[src/rtl/idct_out_collect_if.sv]
// Output word stream of idct_out_collect: packed pixels with mode/last tags
// over a valid/ready handshake.
interface idct_out_collect_if #(
    parameter int W = 32
);
    logic [W-1:0] word_out;
    logic         word_valid;
    logic         word_ready;
    logic         word_mode;
    logic         word_last;

    modport master (
        output word_out,
        output word_valid,
        output word_mode,
        output word_last,
        input  word_ready
    );

    modport slave (
        input  word_out,
        input  word_valid,
        input  word_mode,
        input  word_last,
        output word_ready
    );
endinterface

[src/rtl/idct_out_collect.sv]
// Ping-pong collector for IDCT 8x8 output blocks, re-emitted as packed words.
// Define IDCT_OUT_TRANSPOSE_EN to read blocks column-major.
module idct_out_collect #(
    parameter int PIX_W    = 8,
    parameter int WORD_PIX = 4,
    parameter int BLK_PIX  = 64
) (
    input  logic             clk,
    input  logic             rst,
    input  logic [PIX_W-1:0] pix_in,
    input  logic             pix_start_in,
    input  logic             pix_mode_in,
    idct_out_collect_if.master wbus,
    output logic             overflow
);
    localparam int AW    = $clog2(BLK_PIX);
    localparam int WORDS = BLK_PIX / WORD_PIX;
    localparam int IW    = $clog2(WORDS);
    localparam int JW    = $clog2(WORD_PIX);

    typedef enum logic [1:0] {
        IDLE,
        FILL,
        DROP
    } wr_state_t;

    wr_state_t         state;
    logic [AW-1:0]     cnt;
    logic              wr_bank;
    logic              rd_bank;
    logic [1:0]        full;
    logic [1:0]        mode_bank;
    logic [IW-1:0]     rd_idx;

    logic [PIX_W-1:0]  mem [2*BLK_PIX];

    logic                      we;
    logic [AW-1:0]             waddr;
    logic                      done;
    logic                      accept;
    logic                      last_acc;
    logic [1:0]                full_set;
    logic [1:0]                full_clr;
    logic [IW-1:0]             nxt_idx;
    logic [PIX_W*WORD_PIX-1:0] rd_word;

    always_comb begin
        we    = 1'b0;
        waddr = '0;
        unique case (state)
            FILL: begin
                we    = 1'b1;
                waddr = pix_start_in ? '0 : cnt;
            end
            default: begin
                we = pix_start_in & ~full[wr_bank];
            end
        endcase
    end

    assign done     = (state == FILL) & ~pix_start_in
                    & (cnt == AW'(BLK_PIX - 1));
    assign accept   = wbus.word_valid & wbus.word_ready;
    assign last_acc = accept & wbus.word_last;
    assign full_set = done ? (2'b01 << wr_bank) : 2'b00;
    assign full_clr = last_acc ? (2'b01 << rd_bank) : 2'b00;
    assign nxt_idx  = wbus.word_valid ? rd_idx + 1'b1 : '0;

    // Gather the next word so it can be registered on load.
    always_comb begin
        logic [AW-1:0] a;
        rd_word = '0;
        for (int j = 0; j < WORD_PIX; j++) begin
`ifdef IDCT_OUT_TRANSPOSE_EN
            a = {nxt_idx[0], JW'(j), nxt_idx[IW-1:1]};
`else
            a = {nxt_idx, JW'(j)};
`endif
            rd_word[j*PIX_W +: PIX_W] = mem[{rd_bank, a}];
        end
    end

    // Pixel storage is deliberately not reset.
    always_ff @(posedge clk) begin
        if (we) begin
            mem[{wr_bank, waddr}] <= pix_in;
        end
    end

    always_ff @(posedge clk or posedge rst) begin
        if (rst) begin
            state           <= IDLE;
            cnt             <= '0;
            wr_bank         <= 1'b0;
            rd_bank         <= 1'b0;
            full            <= 2'b00;
            mode_bank       <= 2'b00;
            rd_idx          <= '0;
            overflow        <= 1'b0;
            wbus.word_out   <= '0;
            wbus.word_valid <= 1'b0;
            wbus.word_mode  <= 1'b0;
            wbus.word_last  <= 1'b0;
        end else begin
            full <= (full & ~full_clr) | full_set;

            unique case (state)
                FILL: begin
                    if (pix_start_in) begin
                        cnt                <= AW'(1);
                        mode_bank[wr_bank] <= pix_mode_in;
                    end else if (done) begin
                        cnt     <= '0;
                        wr_bank <= ~wr_bank;
                        state   <= IDLE;
                    end else begin
                        cnt <= cnt + 1'b1;
                    end
                end
                default: begin
                    if (pix_start_in) begin
                        cnt <= AW'(1);
                        if (!full[wr_bank]) begin
                            mode_bank[wr_bank] <= pix_mode_in;
                            state              <= FILL;
                        end else begin
                            overflow <= 1'b1;
                            state    <= DROP;
                        end
                    end else if (state == DROP) begin
                        if (cnt == AW'(BLK_PIX - 1)) begin
                            cnt   <= '0;
                            state <= IDLE;
                        end else begin
                            cnt <= cnt + 1'b1;
                        end
                    end
                end
            endcase

            // Read side: a bank switch always costs one idle cycle.
            if (last_acc) begin
                wbus.word_valid <= 1'b0;
                wbus.word_last  <= 1'b0;
                rd_bank         <= ~rd_bank;
            end else if (accept ||
                         (!wbus.word_valid && full[rd_bank])) begin
                wbus.word_out   <= rd_word;
                wbus.word_valid <= 1'b1;
                wbus.word_mode  <= mode_bank[rd_bank];
                wbus.word_last  <= (nxt_idx == IW'(WORDS - 1));
                rd_idx          <= nxt_idx;
            end
        end
    end
endmodule

[src/flat_wrapper.sv]
// flat-port wrapper written by rule: the top's interface ports become plain ports
module idct_out_collect_flat 
#(
    parameter int PIX_W    = 8,
    parameter int WORD_PIX = 4,
    parameter int BLK_PIX  = 64
)
  (clk, rst, pix_in, pix_start_in, pix_mode_in, overflow, wbus_word_out, wbus_word_valid, wbus_word_mode, wbus_word_last, wbus_word_ready);
  idct_out_collect_if #(.W(32)) wbus_i ();
  input  logic clk;
  input  logic rst;
  input  logic [PIX_W-1:0] pix_in;
  input  logic pix_start_in;
  input  logic pix_mode_in;
  output logic overflow;
  output wire logic [$bits(wbus_i.word_out)-1:0] wbus_word_out;
  output wire logic [$bits(wbus_i.word_valid)-1:0] wbus_word_valid;
  output wire logic [$bits(wbus_i.word_mode)-1:0] wbus_word_mode;
  output wire logic [$bits(wbus_i.word_last)-1:0] wbus_word_last;
  input wire logic [$bits(wbus_i.word_ready)-1:0] wbus_word_ready;
  assign wbus_word_out = wbus_i.word_out;
  assign wbus_word_valid = wbus_i.word_valid;
  assign wbus_word_mode = wbus_i.word_mode;
  assign wbus_word_last = wbus_i.word_last;
  assign wbus_i.word_ready = wbus_word_ready;
  idct_out_collect #(.PIX_W(PIX_W), .WORD_PIX(WORD_PIX), .BLK_PIX(BLK_PIX)) u_core (.clk(clk), .rst(rst), .pix_in(pix_in), .pix_start_in(pix_start_in), .pix_mode_in(pix_mode_in), .wbus(wbus_i), .overflow(overflow));
endmodule
[config.mk]
export PLATFORM = sky130hd
export DESIGN_NAME = idct_out_collect_flat
export DESIGN_NICKNAME = d
export VERILOG_FILES = /design/src/rtl/idct_out_collect_if.sv /design/src/rtl/idct_out_collect.sv /design/src/flat_wrapper.sv
export SDC_FILE = /design/constraint.sdc
export NUM_CORES = 1
export LEC_CHECK = 0
export BUFFER_PORTS_ARGS = -buffer_cell sky130_fd_sc_hd__buf_2
export CAP_MARGIN = 20
export CORE_UTILIZATION = 60
export CTS_CLUSTER_DIAMETER = 100
export DETAILED_ROUTE_END_ITERATION = 7
export HOLD_SLACK_MARGIN = 0.1
export PLACE_DENSITY = 0.76
export SYNTH_ARGS = -nofsm -noshare
export SYNTH_HDL_FRONTEND = slang
export SYNTH_SLANG_ARGS = --single-unit
export TNS_END_PERCENT = 30
[constraint.sdc]
create_clock -name clk -period 3.9 [get_ports clk]
set_clock_uncertainty 0.2 [all_clocks]
set_input_delay 0.195 -clock clk [delete_from_list [all_inputs] [get_ports clk]]
set_output_delay 0.195 -clock clk [all_outputs]
set_load 0.03 [all_outputs]
==> results_dict.tcl, run 1 <==
set metrics [dict create \
    outcome "complete, but fails checks" \
    violations "negative setup slack" \
    yosys.area.top_type "edfxtp_1" \
    irDropWorstVdd_mv 0.7802 \
    grt_usage_pct 34.43 \
    syn-mean-instance-area_um2 15.24 \
    num_vias 28040 \
    layout_setup_ws_ps -23.82 \
    port_buffers 48 \
    grt_overflow 0 \
    startpoint "u_core.rd_idx[1]" \
    die_y_um 270.2 \
    syn-cell-area_um2 43150 \
    synthTopCellsByArea "edfxtp_1 (71%), dfrtp_1 (3.1%), mux2_2 (3.1%)" \
    startpoint_type "flop" \
    cts_tree "done" \
    ys_async_sr_fraction_pct 5.009 \
    crit_required_ps 4270 \
    netlist.area_leader.share_pct 71.27 \
    root_buffer "clkbuf_16" \
    design_area_um2 48920 \
    tns_ps -23.82 \
    synth_common_cells "edfxtp_1 (1024), nand2_1 (237), nor2_1 (216)" \
    placed_cell_area_um2 45280 \
    fp-row-count 97 \
    syn-num-nets 2846 \
    clkLatencyLatePin_ps 670 \
    h-tree-depth 3 \
    synth_edf_count 1024 \
    place_hpwl_um 76430 \
    drtIter0Drc 4570 \
    setup_viol 1 \
    coreArea_um2 70640 \
    period_minus_slack_ps 3924 \
    netlist_instances 2831 \
    hp-start "pix_mode_in" \
    hp-class "input pin to flop" \
    cp_data_arrival_time_ps 4290 \
    multi_input_area_um2 10120 \
    synth-seq-cells 1078 \
    grt_pass1_vias 27230 \
    antenna_found_initial 5 \
    maxSlewViolCount 0 \
    yosysMostFrequentCell "edfxtp_1" \
    wl_per_cell_um 31.51 \
    endpoint_kind "flop" \
    n_fill_cell 4513 \
    wl_um 125800 \
    rsz0062_at_grt "false" \
    die_x_um 270.2 \
    start_util_pct 61.08 \
    cts-resized-gates 0 \
    cts_made_buffers 101 \
    drive_gt1_share_pct 18.23 \
    path_max_fanout 54 \
    synth_warnings 0 \
    via_per_inst 7.026 \
    final-seq-area_um2 32110 \
    num-nets-final 2982 \
    fin_crit_sh_pct 100.6 \
    max_cap_viol_count 0 \
    cts.clk_slew.worst_paths_ps 60 \
    place_congestion 0.9439 \
    clockBufferDepth 3 \
    grt_start_max_net_pins 132 \
    yosysSeqAreaShare_pct 74.40 \
    drtPass1Iterations 6 \
    ant_nets 0 \
    r2r_start "u_core.rd_idx[1]" \
    power_uw 29560 \
    drc 0 \
    die_area_um2 72990 \
    worst-setup-path-type "flop to flop" \
    syn_to_final_growth_pct 13.38 \
    max_freq_mhz 254.9 \
    design.portCount 49 \
    p_leak_uw 0.01579 \
    relSlewSlack_pct 20.85 \
    grt_pass1_wl_um 182600 \
    hold_viol 0 \
    p_per_area_nw_per_um2 604.3 \
    synth_flop_cell "edfxtp_1" \
    yosysUniqueCellTypes 72 \
    r2r_setup_slack_ps -20 \
    cts.sinks 1078 \
    tightest_slew_ps 1157 \
]
registers in the layout (all words and copies together), names as in the netlist:
| signal | flops |
|---|---|
| wbus_word_out | 32 |
| u_core.wr_bank | 1 |
| u_core.wbus.word_valid | 1 |
| u_core.mode_bank | 2 |
| u_core.full | 2 |
| u_core.mem | 1024 |
| u_core.rd_bank | 1 |
| u_core.wbus.word_mode | 1 |
| u_core.state | 2 |
| u_core.overflow | 1 |
| u_core.rd_idx | 4 |
| u_core.cnt | 6 |
| u_core.wbus.word_last | 1 |
logic make-up after synthesis:
logic type | share of synthesized area (%)
buffers and inverters | 2.381
AOI/OAI and AO/OA | 10.17
and+or+nand+nor | 6.806
xor gates and xnor gates | 0.2842
DFF | 74.40
muxes | 5.901
adders and majority gates | 0.05799
metal layers:
metal  vias up  GRT usage [%]  part of all wire [%]
met3       466          7.486                    13
met1     13720          46.14                    35
met5         -              0                 0.027
met2      2422          52.59                    45
met4         6          19.74                   6.4
li1      11430              -                     -
critical path, cell delays in order (launching register included):
cell and delay [ps]:
dfrtp_1 480, ha_4 410, buf_4 630, and3_1 270, o21ai_0 80, a2111oi_0 1060, nor4_1 350, a211oi_1 320
layout by cell type (no fill, tap or decap), types with 38 or more instances in the layout:
cell,count
clkbuf_16,105
o22ai_1,107
mux2i_1,91
buf_2,40
dfrtp_1,52
o21ai_0,53
nand2_1,235
buf_4,168
o221ai_1,49
a31oi_1,68
mux2_2,117
edfxtp_1,1024
nand3_1,88
nor2_1,215
nor2b_1,38
a211oi_1,68
a21oi_1,119
power by group:
| part | total, µW | internal (µW) | switching, µW | leakage [µW] |
|---|---|---|---|---|
| registers | 13300 | 12900 | 377 | 0.00985 |
| clock network | 10300 | 6100 | 4230 | 0.00170 |
| logic | 5980 | 2040 | 3940 | 0.00424 |
| total | 29600 | 21000 | 8540 | 0.0158 |
timing repair:
| action | 4_1_cts | 5_1_grt |
|---|---|---|
| setup buffers | 0 | 0 |
| endpoints found under the setup margin | 0 | 0 |
| endpoints found under the hold margin | 528 | 25 |
| hold buffers | 13 | 1 |
path summary, 6_finish.rpt:
path	end	depth (start not counted)
max	wbus_word_out[26]	7
min	u_core.mode_bank[1]	3
max reg2reg	wbus_word_out[26]	7
min reg2reg	u_core.overflow	1
max in group asynchronous	wbus_word_out[9]	6
min in group asynchronous	u_core.mode_bank[0]	4
cell type report:
type / instances / area share, %
timing repair buffer: 243 / 4.133
multi-input combinational: 1537 / 20.68
antenna: 1 / 0.005115
tap: 940 / 2.404
inverter: 6 / 0.04604
clock buffer: 125 / 5.607
sequential: 1078 / 65.64
clock inverter: 61 / 1.489
through the flow:
stage	hold slack, ps	setup slack, ps	instances	utilization [%]
finish	154.0	-23.82	3991	69.25
global route	175.2	23.04	3990	69.25
CTS	137.6	323.4	3988	69.21
detailed placement	252.0	405.9	3789	64.11
global placement	252.8	244.6	3789	64.11
floorplan	91.45	1486	2831	-
(Power assumes the default switching activity.)
==> run 2, diff against run 1 <==
--- a/config.mk
+++ b/config.mk
@@ -11,7 +11,7 @@
 export CTS_CLUSTER_DIAMETER = 100
 export DETAILED_ROUTE_END_ITERATION = 7
 export HOLD_SLACK_MARGIN = 0.1
-export PLACE_DENSITY = 0.76
+export PLACE_DENSITY_LB_ADDON = 0.12
 export SYNTH_ARGS = -nofsm -noshare
 export SYNTH_HDL_FRONTEND = slang
 export SYNTH_SLANG_ARGS = --single-unit
==> run 2 against run 1 <==
Register-to-register slack improved by 270 ps; critical endpoint unchanged; global-route usage decreased by 0.56 points; cell count increased by 0.68%; the flow now finishes without violations; combinational power about the same; non-clock buffer count increased by 22; fmax increased by 7.5%; via count decreased by 3.0%; design area increased by 0.33%; sequential power about the same; first-iteration DRC count decreased by 21%; total power decreased by 0.30%; clock power about the same.
==> results_dict.tcl, run 2 (synthesized netlist as in run 1, its figures left out) <==
set metrics [dict create \
    startpoint "u_core.rd_idx[0]" \
    wl_per_cell_um 30.58 \
    grt_overflow 0 \
    crit_required_ps 4280 \
    drtPass1Iterations 6 \
    irDropWorstVdd_mv 0.5926 \
    p_per_area_nw_per_um2 600.5 \
    fin_crit_sh_pct 93.60 \
    ctsHoldBuffers 15 \
    outcome "complete, no violations" \
    hp-start "pix_mode_in" \
    ant_nets 0 \
    num_antenna_cells 0 \
    num-nets-final 3007 \
    endpoint_kind "flop" \
    via_per_inst 6.768 \
    h-tree-depth 3 \
    max_cap_viol_count 0 \
    period_minus_slack_ps 3650 \
    cts-resized-gates 0 \
    hp-class "input pin to flop" \
    design.portCount 49 \
    r2r_start "u_core.rd_idx[0]" \
    cts.clk_slew.worst_paths_ps 60 \
    cpPeakStageDelay_ps 840 \
    coreArea_um2 70640 \
    drive_gt1_share_pct 18.71 \
    utilization_pct 69.48 \
    critPathTopFamily "compound AO/OA/AOI/OAI gates" \
    relSlewSlack_pct 32.24 \
    cts.sinks 1078 \
    die_x_um 270.2 \
    cp_cell_sequence "buf_12 > buf_4 > o21ai_0 > a2111oi_0 > nor4_1 > a211oi_1" \
    wl_um 122900 \
    place_congestion 0.8969 \
    largest_register_ffs 1024 \
    top_register "u_core.mem" \
    layout.cells.most_common_list "edfxtp_1 (1024), nand2_1 (235), nor2_1 (215), buf_4 (192), a21oi_1 (119)" \
    drc 0 \
    post_cts_buffers 0 \
    place_hpwl_um 76710 \
    max_freq_mhz 273.9 \
    die_area_um2 72990 \
    drtIter0Drc 3607 \
    setup_viol 0 \
    critPathBufInv 2 \
    syn_to_final_growth_pct 13.75 \
    startpoint_type "flop" \
    num_vias 27190 \
    root_buffer "clkbuf_16" \
    clkLatencyLatePin_ps 680 \
    grt_usage_pct 33.86 \
    port_buffers 48 \
    cts_tree "done" \
    maxSlewViolCount 0 \
    tns_ps 0 \
    hold_viol 0 \
    grt_pass1_wl_um 179500 \
    fp-row-count 97 \
    grt_pass1_vias 26790 \
    cpMaxStageDelayCell "a2111oi_0" \
    cp_data_arrival_time_ps 4030 \
    cts_made_buffers 104 \
    die_y_um 270.2 \
    antenna_found_initial 2 \
    grt_start_max_net_pins 104 \
    start_util_pct 61.08 \
    clockBufferDepth 3 \
    rsz0062_at_grt "false" \
    p_leak_uw 0.01591 \
    final_common_cell "edfxtp_1" \
    path_max_fanout 103 \
    tightest_slew_ps 1013 \
    worst-setup-path-type "flop to flop" \
]
-- run 2: cell types whose count changed in the layout (fill, tap and decap cells not counted), sizes merged --
cell         change
diode            -1
buf             +21
dlygate4sd3      +1
clkbuf          +22
bufinv           -5
clkinv          -11
inv              +4
clkinvlp         -4
-- run 2: report_power, final --
part / switching, µW / total, µW / internal (µW)
sequential: 335 / 13200 / 12900
clock: 4280 / 10300 / 6030
combinational: 3890 / 5950 / 2060
-- run 2: tightest hold or removal path, cell delays in order --
cell,delay (ps)
dlygate4sd3_1,530
buf_2,110
mux2_2,140
-- run 2: final cells by class --
| class | instances | area, µm² |
|---|---|---|
| multi-input combinational | 1537 | 10120 |
| inverter | 6 | 22.52 |
| clock buffer | 147 | 2927 |
| sequential | 1078 | 32110 |
| tap | 940 | 1176 |
| timing repair buffer | 265 | 2160 |
| fill | 4697 | 21560 |
| clock inverter | 45 | 569.3 |
-- run 2: routing by layer --
layer	vias up	global-route usage, %	share of wire, %
met4	0	15.30	4.9
met5	-	0	0
met1	13490	45.38	37
met3	336	6.739	11
li1	11470	-	-
met2	1895	54.07	47
-- run 2: worst paths after layout --
| check | cells past startpoint | endpoint | slack, ps |
|---|---|---|---|
| hold reg to reg | 1 | u_core.overflow | 270 |
| setup / recovery | 6 | wbus_word_out[26] | 250 |
| setup reg to reg | 6 | wbus_word_out[26] | 250 |
| max in group asynchronous | 5 | u_core.rd_idx[0] | 2030 |
| min in group asynchronous | 4 | u_core.overflow | 500 |
| hold / removal | 3 | u_core.mode_bank[0] | 140 |
-- run 2: through the flow --
step / hold slack [ps] / power, µW / cells / area, µm² / setup WS [ps]
2_1_floorplan: 91.45 / 17090 / 2831 / 43150 / 1486
3_3_place_gp: 98.86 / 19200 / 3810 / 45400 / 348.4
3_5_place_dp: 111.0 / 19300 / 3811 / 45430 / 326.6
4_1_cts: 100.2 / 29460 / 4018 / 49080 / 329.2
5_1_grt: 136.7 / 30180 / 4018 / 49080 / 165.0
6_report: 142.1 / 29470 / 4018 / 49080 / 249.7
